File: src/rtl/accum_frame_ctrl.sv
// rtl/accum_frame_ctrl.sv - frame sequencer for the parallel lane accumulator datapath
// Define ACC_CTRL_TIMEOUT_EN to close stalled frames after TIMEOUT_CYCLES idle cycles.
module accum_frame_ctrl #(
    parameter int PAR_FACTOR     = 4,
    parameter int DATA_WIDTH     = 4,
    parameter int ACC_WIDTH      = 8,
    parameter int CNT_WIDTH      = 8,
    parameter int DRAIN_CYCLES   = 2,
    parameter int TIMEOUT_CYCLES = 16
) (
    input  logic                             clk,
    input  logic                             rst,
    input  logic                             start,
    input  logic [CNT_WIDTH-1:0]             frame_len,
    input  logic                             in_valid,
    output logic                             in_ready,
    input  logic [DATA_WIDTH*PAR_FACTOR-1:0] in_data,
    output logic [DATA_WIDTH*PAR_FACTOR-1:0] lane_data,
    output logic                             acc_en,
    output logic                             acc_clr,
    input  logic [ACC_WIDTH-1:0]             acc_data,
    input  logic                             acc_ovf,
    output logic                             res_valid,
    input  logic                             res_ready,
    output logic [ACC_WIDTH-1:0]             res_data,
    output logic                             res_ovf,
    output logic [CNT_WIDTH-1:0]             res_beats,
    output logic                             res_timeout,
    output logic                             busy
);
    localparam logic [2:0] S_IDLE  = 3'd0;
    localparam logic [2:0] S_ACCUM = 3'd1;
    localparam logic [2:0] S_DRAIN = 3'd2;
    localparam logic [2:0] S_DONE  = 3'd3;
    localparam logic [2:0] S_CLEAR = 3'd4;
    localparam int DRW = $clog2(DRAIN_CYCLES + 1);

    logic [2:0]           state;
    logic [CNT_WIDTH-1:0] len_q;
    logic [CNT_WIDTH-1:0] beat_cnt;
    logic [DRW-1:0]       drain_cnt;
    logic                 ovf_sticky;
    logic                 accept;
    logic                 last_beat;
    logic                 drain_last;
    logic                 idle_expire;
    logic                 timed_out;

    assign in_ready   = (state == S_ACCUM);
    assign accept     = in_ready && in_valid;
    assign acc_en     = accept || (state == S_DRAIN);
    assign lane_data  = accept ? in_data : '0;
    assign last_beat  = accept && ((beat_cnt + 1'b1) == len_q);
    assign drain_last = (state == S_DRAIN) && (drain_cnt == DRW'(DRAIN_CYCLES - 1));
    assign res_valid  = (state == S_DONE);
    assign acc_clr    = (state == S_CLEAR);
    assign busy       = (state != S_IDLE);

`ifdef ACC_CTRL_TIMEOUT_EN
    localparam int TW = $clog2(TIMEOUT_CYCLES + 1);
    logic [TW-1:0] idle_cnt;

    assign idle_expire = in_ready && !accept && (idle_cnt == TW'(TIMEOUT_CYCLES - 1));

    always_ff @(posedge clk or posedge rst) begin
        if (rst) begin
            idle_cnt  <= '0;
            timed_out <= 1'b0;
        end else begin
            if (!in_ready || accept)
                idle_cnt <= '0;
            else
                idle_cnt <= idle_cnt + 1'b1;
            // flag survives DRAIN so the capture can report it
            if (state == S_IDLE)
                timed_out <= 1'b0;
            else if (idle_expire && beat_cnt != '0)
                timed_out <= 1'b1;
        end
    end
`else
    assign idle_expire = 1'b0;
    assign timed_out   = 1'b0;
`endif

    always_ff @(posedge clk or posedge rst) begin
        if (rst) begin
            state       <= S_IDLE;
            len_q       <= '0;
            beat_cnt    <= '0;
            drain_cnt   <= '0;
            ovf_sticky  <= 1'b0;
            res_data    <= '0;
            res_ovf     <= 1'b0;
            res_beats   <= '0;
            res_timeout <= 1'b0;
        end else begin
            case (state)
                S_IDLE: begin
                    if (start && frame_len != '0) begin
                        len_q      <= frame_len;
                        beat_cnt   <= '0;
                        ovf_sticky <= 1'b0;
                        state      <= S_ACCUM;
                    end
                end
                S_ACCUM: begin
                    ovf_sticky <= ovf_sticky | acc_ovf;
                    drain_cnt  <= '0;
                    if (accept)
                        beat_cnt <= beat_cnt + 1'b1;
                    if (last_beat)
                        state <= S_DRAIN;
                    else if (idle_expire)
                        state <= (beat_cnt != '0) ? S_DRAIN : S_IDLE;
                end
                S_DRAIN: begin
                    ovf_sticky <= ovf_sticky | acc_ovf;
                    drain_cnt  <= drain_cnt + 1'b1;
                    if (drain_last) begin
                        res_data    <= acc_data;
                        res_ovf     <= ovf_sticky | acc_ovf;
                        res_beats   <= beat_cnt;
                        res_timeout <= timed_out;
                        state       <= S_DONE;
                    end
                end
                S_DONE: begin
                    if (res_ready)
                        state <= S_CLEAR;
                end
                S_CLEAR: state <= S_IDLE;
                default: state <= S_IDLE;
            endcase
        end
    end
endmodule
File: config.mk
export PLATFORM = sky130hd
export DESIGN_NAME = accum_frame_ctrl
export DESIGN_NICKNAME = d
export VERILOG_FILES = /design/src/rtl/accum_frame_ctrl.sv
export SDC_FILE = /design/constraint.sdc
export NUM_CORES = 1
export LEC_CHECK = 0
export ABC_CLOCK_PERIOD_IN_PS = 3100
export BUFFER_PORTS_ARGS = -buffer_cell sky130_fd_sc_hd__buf_4
export CAP_MARGIN = 10
export CORE_ASPECT_RATIO = 0.9
export CORE_UTILIZATION = 45
export DETAILED_ROUTE_END_ITERATION = 16
export PLACE_DENSITY_LB_ADDON = 0.08
export SLEW_MARGIN = 20
export SYNTH_ARGS = -nofsm -noshare
export SYNTH_HDL_FRONTEND = slang
export SYNTH_SLANG_ARGS = --single-unit
File: constraint.sdc
create_clock -name clk -period 3.1 [get_ports clk]
set_input_delay 0.155 -clock clk [delete_from_list [all_inputs] [get_ports clk]]
set_output_delay 0.155 -clock clk [all_outputs]
set_load 0.005 [all_outputs]
* Word level (Yosys, flattened, before mapping)
Index checks and enable logic that the tools add are counted.
** Operators by class
- Equal/unequal tests :: 11
- Reduce and logical (&&, ||, !) cells :: 17
- Add/sub/neg operators :: 2
- Bitwise operators :: 1
- Muxes and demuxes :: 12
** Operators with widths (count)
- 2-to-1 mux 16 bit :: 1
- 2-to-1 mux 8 bit :: 2
- one-hot mux 8 bit (2 select lines) :: 1
- 2-to-1 mux 3 bit :: 4
- one-hot mux 3 bit (4 select lines) :: 1
- adder 8 x 1 -> 8 bit (second input constant) :: 1
- equality test 8 bit :: 1
- nonzero test 8 bit :: 1
- equality test 3 x 2 -> 1 bit (second input constant) :: 2
- != test 2 x 1 -> 1 bit (second input constant) :: 3
- AND reduction 2 bit :: 3
- nonzero test 2 bit :: 3
- logical AND 1 bit :: 4
- != test 2 bit (second input constant) :: 2
- one-hot mux 2 bit (2 select lines) :: 1
- AND reduction 4 bit :: 1
- equality test 3 x 1 -> 1 bit (second input constant) :: 1
- equality test 3 bit (second input constant) :: 1
- zero test 3 bit :: 1
- AND reduction 3 bit :: 1
- nonzero test 3 bit :: 1
- adder 2 x 1 -> 2 bit (second input constant) :: 1
- equality test 2 x 1 -> 1 bit (second input constant) :: 1
- one-hot mux 1 bit (2 select lines) :: 1
- 4 further kinds :: 4
** Storage, ports and cells
- Bits of input ports :: 38
- Logic and storage cells :: 51
- Bits in registers :: 39

* Depth between registers and ports, before layout
- Depth after elaboration :: 5
- Depth in mapped cells :: 6
- Mapped depth without buffers :: 6

* Worst setup path after synthesis
OpenSTA, ideal clock, no wires.
- Path kind :: flip-flop to flip-flop
- Start :: reg beat_cnt[0]
- End :: reg state[0]
- Stages on the path, launching flop included :: 7
- Library setup time :: 0.124 ns
- Slack :: 1.020 ns
- Clock period less this slack :: 2.080 ns
- Arrival :: 1.957 ns
- Path through :: dfrtp_1 ha_1 xor2_1 nor3_1 nand4_1 or4_4 a211o_1
** On the way
- Cells in the longest elaborated chain, start to end :: 5
** RTL lines
- start, declared :: RTL line 40 : logic [CNT_WIDTH-1:0] beat_cnt;
- start signal, assigned :: RTL line 111 : beat_cnt <= beat_cnt + 1'b1;
- adder 8 x 1 -> 8 bit :: RTL line 53 : assign last_beat = accept && ((beat_cnt + 1'b1) == len_q);
- equality test 8 bit :: RTL line 53
- logical AND 1 bit :: RTL line 53
- != test 2 x 1 -> 1 bit (no source line)
- AND reduction 4 bit (no source line)
- end signal, assigned :: RTL line 115 : state <= (beat_cnt != '0) ? S_DRAIN : S_IDLE;
- end, declared :: RTL line 38 : logic [2:0] state;
Every way passes these cells.
A chain may end at the register's enable or synchronous reset.

* Final worst setup path
- Start :: reg state[0]
- End :: reg state[0]
** On the way
- Cells in the longest elaborated chain, start to end :: 5
** RTL lines
- equality test 3 x 1 -> 1 bit :: RTL line 49, 98
- logical AND 1 bit :: RTL line 50 : assign accept = in_ready && in_valid;
- logical AND 1 bit :: RTL line 53
- != test 2 x 1 -> 1 bit (no source line)
- AND reduction 4 bit (no source line)
Parallel ways exist; a longest one is shown, timed or not.

==> out/qor.txt <==
Detail Placement HPWL - 3430 µm
GPL Wtd Cong - 0.792
Hold Crit Class - in -> async
Clock share of power - 0.209
Buffers on Ports - 75
PD cells - 586 nW/µm²
Final min period - 2.21 ns
Hold Fails Final Rpt - 0
Initial antenna violation count - 0
DRC errors left - 0
Yosys top cell by area - dfrtp_1
Sequential share of power - 0.443
Status - completed
Setup Fix Bufs, Post-CTS - 0
Initial Util - 0.468
Setup crit end kind - flip-flop
First-pass GRT wire length - 6890 µm
Flop-to-flop setup slack - 0.89 ns
Unrepaired setup endpoints after global routing - no
Slew margin rel. - 0.477
Rows - 23
Total of max-cap violations - 0
Syn Area/Cell - 10.4 µm²
Core area - 4460 µm²
Pin count of the biggest net entering global routing - 22
Final Max Slew Viols - 0
WL final - 4480 µm
Final setup violation count - 0
Dominant cells by area after synthesis - dfrtp_1, mux2_2, and2_1, o21ai_0, xnor2_1
Clk pin slew, worst setup/hold paths - 0.07 ns
Die width - 73.8 µm
Ys Warns - 0
Antenna diodes - 0
FF+latch count, synth - 39
Layout cell share with drive strength beyond 1 - 0.429
Global-route total usage across every layer - 0.189
DRC marker count from the first detailed-route iteration - 105
CTS Buf Count - 5
Cell count of the worst reg-to-reg path - 6
Worst Setup Path Type - reg -> reg
Pre-Repair DR Iteration Count - 6
Routed Antenna Nets - 0
DR WL/cell - 13.3 µm
Area of the multi-input gates - 1020 µm²
Slew @ Worst Pin - 0.783 ns
Storage element area - 976 µm²
Worst setup SP type - flip-flop
CTS tree - yes
Setup_tns - 0 ns
DIE AREA - 4910 µm²
Clock Latency Late Sink - 0.29 ns
Post-synthesis net count - 240
Final period utilization - 0.712
Sw Share - 0.337
H-tree levels - 2
Origin of the critical flop-to-flop path - state[0]
CTS Hold Bufs - 0
Vias - 1712
Post_cts resized - 0
Crit-path max FO - 16
Root buf cell - clkbuf_8
P_sw - 0.551 mW
Clock sinks - 39
DIE HEIGHT - 66.6 µm
Synthesized cell area - 2090 µm²
Yosys top cell area share - 0.468
Reg-to-Reg End - state[0]
Total gr overflow - 0
Final #Nets - 315
P_leak - 1.33 nW
Crit path required time - 3.27 ns
Vias per cell - 5.08
Synthesized instance count - 200
Distinct cells, synth - 39
Fillers - 391
Worst IR drop on VDD - 354 µV
Logic gate share of total power - 0.347
Worst Path Arrival - 2.38 ns
Internal - 1.09 mW
Clk_skew - 0.00626 ns
# IOs - 77
Sequential area share after synthesis - 0.468
Vias in the first global route - 1425
Max clock buf depth - 2
Total power draw - 1.64 mW
Layout area overhead - 33.8%
Max frequency - 0.453 GHz
## final cells by class
cell class	instances	area share
Inverter	6	0.00807
Clock buffer	6	0.0296
Timing Repair Buffer	81	0.218
Sequential cell	39	0.350
Tap cell	62	0.0278
Multi-Input combinational cell	142	0.365
Clock inverter	1	0.00179
## routing by layer
metal	track usage	wire, µm
met5	0	0
met4	0.0505	20
met3	0.0439	313
met2	0.280	2080
met1	0.275	2070
## critical path, stage by stage, from the launching register on
cell,delay (ns)
dfrtp_1,0.63
nand4bb_1,0.16
buf_4,0.21
nor3_1,0.20
nand4_1,0.11
or4_4,0.49
a211o_1,0.30
## placed cells by master (no fill, tap or decap), types with 2 or more instances in the layout
cell type / count
a21oi_1: 4
a31oi_1: 2
and2_1: 17
and3_1: 2
buf_4: 81
clkbuf_8: 6
dfrtp_1: 39
ha_1: 2
inv_1: 6
mux2_2: 24
nand2_1: 15
nand3_1: 3
nand4_1: 2
nor2_1: 12
nor2b_1: 3
nor3_1: 6
nor4_1: 4
o21ai_0: 17
o31ai_1: 3
xnor2_1: 7
xor2_1: 3
## power by group through the flow
stage	Clock [mW]	Sequential, mW	Combinational (mW)
5_1_grt	0.376	0.743	0.635
3_3_place_gp	0	0.730	0.563
4_1_cts	0.351	0.726	0.574
3_5_place_dp	0	0.736	0.570
2_1_floorplan	0	0.674	0.422
6_report	0.342	0.725	0.568
## through the flow
step / util / instances / worst slack (ns) / instance area [µm²] / hold WS, ns
after global routing: 0.626 / 337 / 0.750 / 2790 / 0.0841
final: 0.626 / 337 / 0.893 / 2790 / 0.00988
after global placement: 0.606 / 330 / 0.951 / 2700 / 0.347
after detailed placement: 0.606 / 330 / 0.912 / 2700 / 0.354
after floorplan: - / 200 / 1.02 / 2090 / 0.272
after CTS: 0.626 / 337 / 0.887 / 2790 / 0.0426
## state kept, by name (all words and copies together), names as in the netlist
signal      count
beat_cnt        8
drain_cnt       2
len_q           8
ovf_sticky      1
res_beats       8
res_data        8
res_ovf         1
state           3
## cell families after synthesis
logic type               Yosys count  share of synthesized area
AO/OA/AOI/OAI                     33                      0.104
XOR/XNOR                          10                     0.0420
adder cells (fa/ha/maj)            2                     0.0120
buffers and inverters             19                     0.0432
flip-flops                        39                      0.468
multiplexers                      24                      0.130
other                              1                    0.00180
AND/OR/NAND/NOR                   72                      0.199
## worst max-delay path by stage
stage	startpoint	end	slack, ns	cells after the start
after detailed placement	beat_cnt[0]	state[0]	0.91	6
final	state[0]	state[0]	0.89	6
after floorplan	beat_cnt[0]	state[0]	1.02	6
after CTS	state[0]	state[0]	0.89	6
after global routing	state[0]	state[0]	0.75	6
after global placement	state[0]	state[0]	0.95	6
## synth_stat cells, drive strengths merged
library cell and number:
dfrtp 39, mux2 24, and2 17, o21ai 17, nand2 15, nor2 12
buf 8, xnor2 7, inv 6, nor3 6, clkbuf 5, a21oi 4
nand3 4, nor4 4, and3 3, nor2b 3, o31ai 3, xor2 3
a31oi 2, ha 2, nand4 2, a2111oi 1, a211o 1, a211oi 1
a311oi 1, conb 1, nand2b 1, nand4bb 1, nor4b 1, o211a 1
o22ai 1, o41ai 1, or2 1, or3 1, or4 1
Power figures use the tool's default switching activity.
